`src/rtl/blink_pkg.sv`:
```
// Shared constants and FSM state type for the Blink cipher feeder/collector.
package blink_pkg;
  localparam int N          = 128;
  localparam int ROUND      = 16;
  localparam int WORD       = 32;
  localparam int CIPHER_LAT = 2;
  localparam int KEY_W      = N * ROUND / 2;
  localparam int KEY_WORDS  = 32;
  localparam int ADDR_W     = 6;
  localparam int ADDR_KEY   = 0;
  localparam int ADDR_TWK   = 32;
  localparam int ADDR_PT    = 36;
  localparam int ADDR_END   = 40;
  localparam int CNT_W      = $clog2(CIPHER_LAT + 2);

  typedef enum logic [1:0] {
    IDLE = 2'd0,
    WAIT = 2'd1,
    DONE = 2'd2
  } state_t;
endpackage

```
`src/rtl/blink_word_bank.sv`:
```
// Host-addressable 40x32 bank holding round keys, tweak and plaintext as wide
// registers; flags rejected writes and optionally increments the tweak.
module blink_word_bank
  import blink_pkg::*;
(
  input  logic              i_clk,
  input  logic              i_rst,
  input  logic              i_wr_en,
  input  logic [ADDR_W-1:0] i_wr_addr,
  input  logic [WORD-1:0]   i_wr_data,
  input  logic              i_wr_allow,
  input  logic              i_twk_inc,
  output logic [KEY_W-1:0]  o_k0,
  output logic [N-1:0]      o_t,
  output logic [N-1:0]      o_p,
  output logic              o_wr_err
);
  logic [KEY_W-1:0] r_key;
  logic [N-1:0]     r_twk;
  logic [N-1:0]     r_pt;
  logic             r_wr_err;

  logic w_is_key, w_is_twk, w_is_pt, w_valid, w_we;
  logic [4:0] w_key_idx;
  logic [1:0] w_sub_idx;

  assign w_is_key  = (i_wr_addr <  ADDR_W'(ADDR_TWK));
  assign w_is_twk  = (i_wr_addr >= ADDR_W'(ADDR_TWK)) && (i_wr_addr < ADDR_W'(ADDR_PT));
  assign w_is_pt   = (i_wr_addr >= ADDR_W'(ADDR_PT))  && (i_wr_addr < ADDR_W'(ADDR_END));
  assign w_valid   = w_is_key || w_is_twk || w_is_pt;
  assign w_we      = i_wr_en && w_valid && i_wr_allow;
  assign w_key_idx = i_wr_addr[4:0];
  // Tweak (32..35) and plaintext (36..39) blocks are 4-aligned, so the low bits select the word.
  assign w_sub_idx = i_wr_addr[1:0];

  always_ff @(posedge i_clk) begin
    if (i_rst) begin
      r_key    <= '0;
      r_twk    <= '0;
      r_pt     <= '0;
      r_wr_err <= 1'b0;
    end else begin
      r_wr_err <= i_wr_en && (!w_valid || !i_wr_allow);
      if (w_we && w_is_key) r_key[w_key_idx*WORD +: WORD] <= i_wr_data;
      if (w_we && w_is_twk) r_twk[w_sub_idx*WORD +: WORD] <= i_wr_data;
      else if (i_twk_inc)   r_twk <= r_twk + N'(1);
      if (w_we && w_is_pt)  r_pt[w_sub_idx*WORD +: WORD] <= i_wr_data;
    end
  end

  assign o_k0     = r_key;
  assign o_t      = r_twk;
  assign o_p      = r_pt;
  assign o_wr_err = r_wr_err;
endmodule

```
`src/rtl/blink_loader.sv`:
```
// Feeds the registered Blink cipher stage and collects its result over a
// valid/ready handshake. Optional tweak auto-increment: BLINK_TWEAK_INC_EN.
//   state | meaning
//   IDLE  | accepting writes and start
//   WAIT  | cipher pipeline in flight, writes rejected
//   DONE  | result held until consumer accepts
module blink_loader
  import blink_pkg::*;
(
  input  logic              i_clk,
  input  logic              i_rst,
  input  logic              i_wr_en,
  input  logic [ADDR_W-1:0] i_wr_addr,
  input  logic [WORD-1:0]   i_wr_data,
  output logic              o_wr_err,
  input  logic              i_start,
  input  logic              i_enc,
  output logic              o_busy,
  output logic              o_res_valid,
  input  logic              i_res_ready,
  output logic [N-1:0]      o_res_data,
  output logic              o_cph_enc,
  output logic [KEY_W-1:0]  o_cph_K0,
  output logic [N-1:0]      o_cph_P,
  output logic [N-1:0]      o_cph_T,
  input  logic [N-1:0]      i_cph_C
);
  state_t           r_state, w_state_nxt;
  logic [CNT_W-1:0] r_cnt, w_cnt_nxt;
  logic             r_cph_enc;
  logic [N-1:0]     r_res_data;
  logic             w_accept, w_capture, w_twk_inc;

  always_ff @(posedge i_clk) begin
    if (i_rst) begin
      r_state <= IDLE;
      r_cnt   <= '0;
    end else begin
      r_state <= w_state_nxt;
      r_cnt   <= w_cnt_nxt;
    end
  end

  always_comb begin
    w_state_nxt = r_state;
    w_cnt_nxt   = r_cnt;
    w_accept    = 1'b0;
    w_capture   = 1'b0;
    case (r_state)
      IDLE: if (i_start) begin
        w_accept    = 1'b1;
        w_cnt_nxt   = '0;
        w_state_nxt = WAIT;
      end
      WAIT: if (r_cnt == CNT_W'(CIPHER_LAT)) begin
        w_capture   = 1'b1;
        w_state_nxt = DONE;
      end else begin
        w_cnt_nxt   = r_cnt + CNT_W'(1);
      end
      DONE: if (i_res_ready) w_state_nxt = IDLE;
      default: w_state_nxt = IDLE;
    endcase
  end

  always_ff @(posedge i_clk) begin
    if (i_rst) begin
      r_cph_enc  <= 1'b0;
      r_res_data <= '0;
    end else begin
      if (w_accept)  r_cph_enc  <= i_enc;
      if (w_capture) r_res_data <= i_cph_C;
    end
  end

`ifdef BLINK_TWEAK_INC_EN
  assign w_twk_inc = w_capture;
`else
  assign w_twk_inc = 1'b0;
`endif

  blink_word_bank u_bank (
    .i_clk      (i_clk),
    .i_rst      (i_rst),
    .i_wr_en    (i_wr_en),
    .i_wr_addr  (i_wr_addr),
    .i_wr_data  (i_wr_data),
    .i_wr_allow (r_state != WAIT),
    .i_twk_inc  (w_twk_inc),
    .o_k0       (o_cph_K0),
    .o_t        (o_cph_T),
    .o_p        (o_cph_P),
    .o_wr_err   (o_wr_err)
  );

  assign o_busy      = (r_state == WAIT);
  assign o_res_valid = (r_state == DONE);
  assign o_res_data  = r_res_data;
  assign o_cph_enc   = r_cph_enc;
endmodule

```
`config.mk`:
```
export PLATFORM = sky130hd
export DESIGN_NAME = blink_loader
export DESIGN_NICKNAME = d
export VERILOG_FILES = /design/src/rtl/blink_pkg.sv /design/src/rtl/blink_word_bank.sv /design/src/rtl/blink_loader.sv
export SDC_FILE = /design/constraint.sdc
export NUM_CORES = 2
export LEC_CHECK = 0
export ABC_AREA = 1
export BUFFER_PORTS_ARGS = -buffer_cell sky130_fd_sc_hd__buf_2
export CORE_AREA = 2 2 621 623
export DETAILED_ROUTE_END_ITERATION = 8
export DIE_AREA = 0 0 623 625
export GPL_ROUTABILITY_DRIVEN = 0
export GPL_TIMING_DRIVEN = 0
export SETUP_SLACK_MARGIN = 0.15
export SYNTH_ARGS = -nofsm -noshare
export SYNTH_HDL_FRONTEND = slang
export SYNTH_SLANG_ARGS = --single-unit
```
`constraint.sdc`:
```
create_clock -name i_clk -period 3.3 [get_ports i_clk]
set_input_delay 0.165 -clock i_clk [delete_from_list [all_inputs] [get_ports i_clk]]
set_output_delay 0.165 -clock i_clk [all_outputs]
set_load 0.03 [all_outputs]
```
-- After elaboration in Yosys (flattened, before gate mapping)
Index checks and enable logic that the tools add are counted.
- bits of input ports: 172
- flip-flop bits (word level): 1414
- output and inout bits: 1412
- muxes and demuxes: 14
- order comparisons: 5
- $add $sub $neg: 3
- eq/ne operators: 8
- reduce and logical (&&, ||, !) cells: 17
- shifts and indexed selects: 4
- operators with widths (cell ; count):
    $bwmux 1024 ; 1
    $shift 32x34->1024 const A ; 1
    $shiftx 32x34->1024 ; 1
    $bwmux 128 ; 2
    $shift 32x34->128 const A ; 1
    $shiftx 32x34->128 ; 1
    $neg 10->34 ; 1
    $neg 7->34 ; 1
    $lt 6x6->1 const B ; 3
    $ge 6x6->1 const B ; 2
    $mux 2 ; 5
    $logic_and 1x1->1 ; 8
    $ne 2x1->1 const B ; 3
    $pmux 2 s3 ; 1
    $reduce_and 3->1 ; 2
    $eq 2x2->1 const B ; 2
    $mux 1 ; 4
    $ne 2x2->1 const B ; 2
    $pmux 2 s2 ; 1
    $logic_or 1x1->1 ; 3
    $add 2x1->2 const B ; 1
    $eq 2x1->1 const B ; 1
    $logic_not 1->1 ; 2
    $logic_not 2->1 ; 1
    $reduce_bool 2->1 ; 1

-- Logic depth before layout (Yosys ltp)
- word-level depth: 7
- depth in mapped cells: 17
- mapped depth without buffers: 14

-- Hierarchy
Synthesis repeated with hierarchy kept, for this count alone.
- cells, all modules: 9315
- area total of the unflattened synthesis: 63649.8 µm²
- modules (own cells, without submodules) (module ; cells each ; area each (µm²) ; instances ; seq. area each (µm²)):
    blink_word_bank ; 8720 ; 58922.8 ; 1 ; 25644.6
    blink_loader ; 595 ; 4727.0 ; 1 ; 2662.6

-- Worst setup path after synthesis
No wires, ideal clock.
- kind: input to register
- start point: input port i_wr_addr[0]
- end point: register u_bank.r_key[963] (netlist: u_bank.o_k0[963])
- arrival: 2.243 ns
- path slack: 0.944 ns
- stages on the path: 15
- path through: inv_2 -> ha_1 -> buf_2 -> inv_2 -> nor2_2 -> inv_1 -> nor2_1 -> ha_1 -> clkbuf_1 -> nor2_2 -> buf_2 -> buf_1 -> nand3_1 -> nand2_1 -> nor2_1
- word-level cells in the longest chain between the ends: 7
- elaborated cells on any way between the ends: 16
- ends and longest elaborated chain (item ; RTL line ; source):
    start, declared ; blink_loader.sv:13 ; input logic [ADDR_W-1:0] i_wr_addr,
    parallel branches: the longest is 7 deep, another holds $neg 10->34 ; -- ;
    end signal, assigned by index ; blink_word_bank.sv:44 ; if (w_we && w_is_key) r_key[w_key_idx*WORD +: WORD] <= i_wr_data;
    end, declared ; blink_word_bank.sv:18 ; logic [KEY_W-1:0] r_key;
Parallel ways; which one is timed is not known.
A chain may end at the register's enable or synchronous reset.

-- Worst setup path in the final report
- start point: input port i_wr_addr[0]
- end point: register u_bank.r_key[937] (netlist: u_bank.o_k0[937])
Same word-level chain as after synthesis.

==> summary.md <==
| Metric | Value |
|---|---|
| Status | `finished with violations` |
| Failing checks | `capacitance limit, slew limit, setup timing` |
| Worst Setup SP | `i_wr_addr[0]` |
| Post-synthesis adder-cell area fraction | `0.00129` |
| Mapped Cells | `8,781` |
| Wirelength per Cell | `31.3 µm` |
| Largest net degree at the start of global routing | `17` |
| Worst-path clk slew | `0.06 ns` |
| Vias in the first global route | `62,400` |
| Avg Synthesized Cell Area | `6.65 µm²` |
| First-pass DRT Iterations | `9` |
| Effective utilization at floorplan | `0.152` |
| Peak supply drop | `0.398 mV` |
| Final Hold Viols | `0` |
| Post-synthesis mux area share | `0` |
| Die Y-Extent | `625 µm` |
| Worst R2R End | `u_bank.o_t[34]$_SDFFE_PP0P_` |
| RSZ-0062 raised after global routing | `true` |
| Crit end category | `register` |
| Finish-stage setup viols | `1` |
| Synthesized net count | `8,959` |
| Ratio of cells with drive above 1 in the final layout | `0.221` |
| Post-synthesis cell type count | `26` |
| Synth top area share | `0.485` |
| Io pins | `1,584` |
| Maximum root-to-sink buffer count | `4` |
| # rows | `228` |
| CP Max Fanout | `10` |
| Die X | `623 µm` |
| Num CTS Buffers | `174` |
| DRC errors left | `0` |
| CP delay by family, top | `buffers and inverters` |
| R2R Setup Slk | `0.19 ns` |
| FFs w/ async S/R, synth | `0` |
| Final design utilization | `0.217` |
| Most common cell in the synthesized netlist | `nor2_1` |
| Post-Synth Simple-Gate Area | `0.343` |
| Clock sinks | `1,414` |
| Synth Area in Compound Gates | `0.0625` |
| Routed WL | `503,000 µm` |
| DPL Wire Length | `417,000 µm` |
| Slowest stage delay, CP | `0.74 ns` |
| Placed Cells | `15,500` |
| Core area | `384,000 µm²` |
| Synth Area in XOR/XNOR | `0` |
| Gr usage total | `0.247` |
| Worst reg-to-reg path cell count | `10` |
| Post-route setup slack | `-0.0764 ns` |
| Post-synth EDFFs | `0` |
| Leakage | `40.7 nW` |
| Synth area leaders | `dfxtp_1, nor2_1, nand2_1, inv_1, o21ai_0` |
| First-pass GRT wire length | `631,000 µm` |
| Post-DR vias/cell | `4.29` |
| Critical path cell sequence | `buf_4 > inv_2 > ha_1 > buf_4 > inv_2 > nor2_2 > nor2_2 > buf_8 > clkbuf_2 > clkbuf_1 > nor2_1 > nor2_1 > nor2_1` |
| Hold path depth | `3` |
| Fmax | `296 MHz` |
| Post-synth top cells | `nor2_1, nand2_1, dfxtp_1` |
| Synthesized flop and latch total | `1,414` |
| Area leader, netlist | `dfxtp_1` |
| Reg2reg start | `r_state[1]$_SDFFE_PP0P_` |
| Area Overhead vs Synth | `42.5%` |
| Post-Syn Area | `58,400 µm²` |
| Dpl cell area | `73,200 µm²` |
| Clk_lat worst skew | `0.91 ns` |
| Max Cap Viol | `2` |
| Sequential-to-total area share from yosys stat | `0.485` |
| # H-tree levels | `4` |
| Final Power | `0.0424 W` |
| Most common cell on crit path | `nor2_1` |
| Worst path arrival time | `4.09 ns` |
| Finished Layout Cells | `16,100` |
| Main synth FF type | `dfxtp_1` |
| Hold Path Sink | `o_res_data[43]$_SDFFE_PP0P_` |
| Via count | `69,000` |
| Yosys Warn Count | `0` |
| Final period util | `1.02` |
| Worst-margin pin slew | `1.53 ns` |
| Worst path bufs/invs | `7` |
| Root Buffer Master | `clkbuf_16` |
| Min Tclk post-route | `3.38 ns` |
| Largest family of logic cells by synthesized area | `simple AND/OR/NAND/NOR gates` |
| Fin area | `83,100 µm²` |
| IO Port Bufs | `1,582` |
| Pins Over Slew Limit | `22` |
| Die area | `389,000 µm²` |
| Post-route ant nets | `0` |
| GR Overflow Total | `0` |
| HP Start | `i_rst` |
| Slew margin rel. | `-0.0169` |
| Startpoint Class | `primary input` |
| Slowest CP cell | `clkbuf_1` |
| Initial DRC count | `8,267` |
| Kind of critical path | `primary input to register` |
| Min-delay worst type | `primary input to register` |
| CTS tree | `yes` |
| Critical Path RT | `4.01 ns` |
| Max Clock Skew | `0.0917 ns` |
| Initial antenna violation count | `66` |
| Layout Nets | `11,000` |
| Pwr/cell area | `510 nW/µm²` |
-- worst max-delay path by stage --
stage	end	slack, ns	cells after the start
floorplan	u_bank.o_k0[963]$_SDFFE_PP0P_	0.94	15
global placement	u_bank.o_k0[817]$_SDFFE_PP0P_	-3.37	12
detailed placement	u_bank.o_k0[133]$_SDFFE_PP0P_	-2.65	15
CTS	u_bank.o_k0[250]$_SDFFE_PP0P_	-0.17	16
global route	u_bank.o_t[75]$_SDFFE_PP0P_	0.09	14
finish	u_bank.o_k0[937]$_SDFFE_PP0P_	-0.08	13
-- sequential cells by signal, summed over array words and instances (netlist names) --
| register | flops |
|---|---|
| u_bank.o_wr_err | 1 |
| u_bank.o_p | 128 |
| r_cnt | 2 |
| r_state | 2 |
| u_bank.o_t | 128 |
| u_bank.o_k0 | 1024 |
| o_res_data | 128 |
| o_cph_enc | 1 |
-- placed cells by master (no fill, tap or decap), types with 50 or more instances in the layout --
cell type	n
nor2_1	2313
buf_4	58
clkbuf_16	174
dlygate4sd3_1	182
nand4_1	253
inv_1	1010
clkbuf_1	352
a21oi_1	256
nor3_1	50
dfxtp_1	1414
nand2_1	1824
nor2_4	80
o21ai_0	430
buf_2	1719
nand3_1	364
clkbuf_2	63
-- cell families (layout without fill, tap and decap cells) --
group                      Yosys count  in the layout
and+or+nand+nor                   5000           5000
AOI/OAI and AO/OA                  728            728
other                                0             42
buffers and inverters             1633           3813
DFF                               1414           1414
adders and majority gates            6              6
-- final cells by class --
cell class	instances	area [µm²]
clock buffer	235	4850
clock inverter	79	1030
sequential	1414	28300
fill	43300	301000
inverter	1036	3920
timing repair buffer	1866	11200
buffer	597	2640
multi-input combinational	5734	24800
tap	5060	6330
antenna	42	105
-- where the power goes --
group,internal (W),total [W],switching [W],leakage [nW]
clock network,0.0117,0.0204,0.00871,2.86
registers,0.0172,0.0173,0.0000846,11.4
logic,0.000958,0.00469,0.00374,26.4
total,0.0298,0.0424,0.0125,40.7
-- worst min-delay path: stages --
cell and delay, ns:
clkbuf_1 0.24, clkbuf_1 0.31, a21oi_1 0.17
-- through the flow --
stage | hold slack, ns | worst slack, ns | setup TNS [ns]
2_1_floorplan | 0.288 | 0.944 | 0
3_3_place_gp | 0.407 | -3.37 | -2486.02
3_5_place_dp | 0.425 | -2.65 | -1988.81
4_1_cts | 0.000288 | -0.167 | -5.40
5_1_grt | 0.0827 | 0.0851 | 0
6_report | 0.109 | -0.0764 | -0.0764
-- metal layers --
layer  wire (µm)  vias up  GRT usage
met5         563        -    0.00309
met4       37900       19      0.152
met3       55200     1113     0.0938
met2      227000     4332      0.399
met1      182000    32500      0.273
li1            -    31000          -
-- timing repair --
item	in CTS	in global routing
setup buffers	60	15
pin swaps	29	9
endpoints found under the hold margin	200	0
hold buffers	182	0
gates cloned	0	0
endpoints found under the setup margin	1154	884
resized for setup	280	145
No activity file was read; power rests on OpenSTA's default activity.
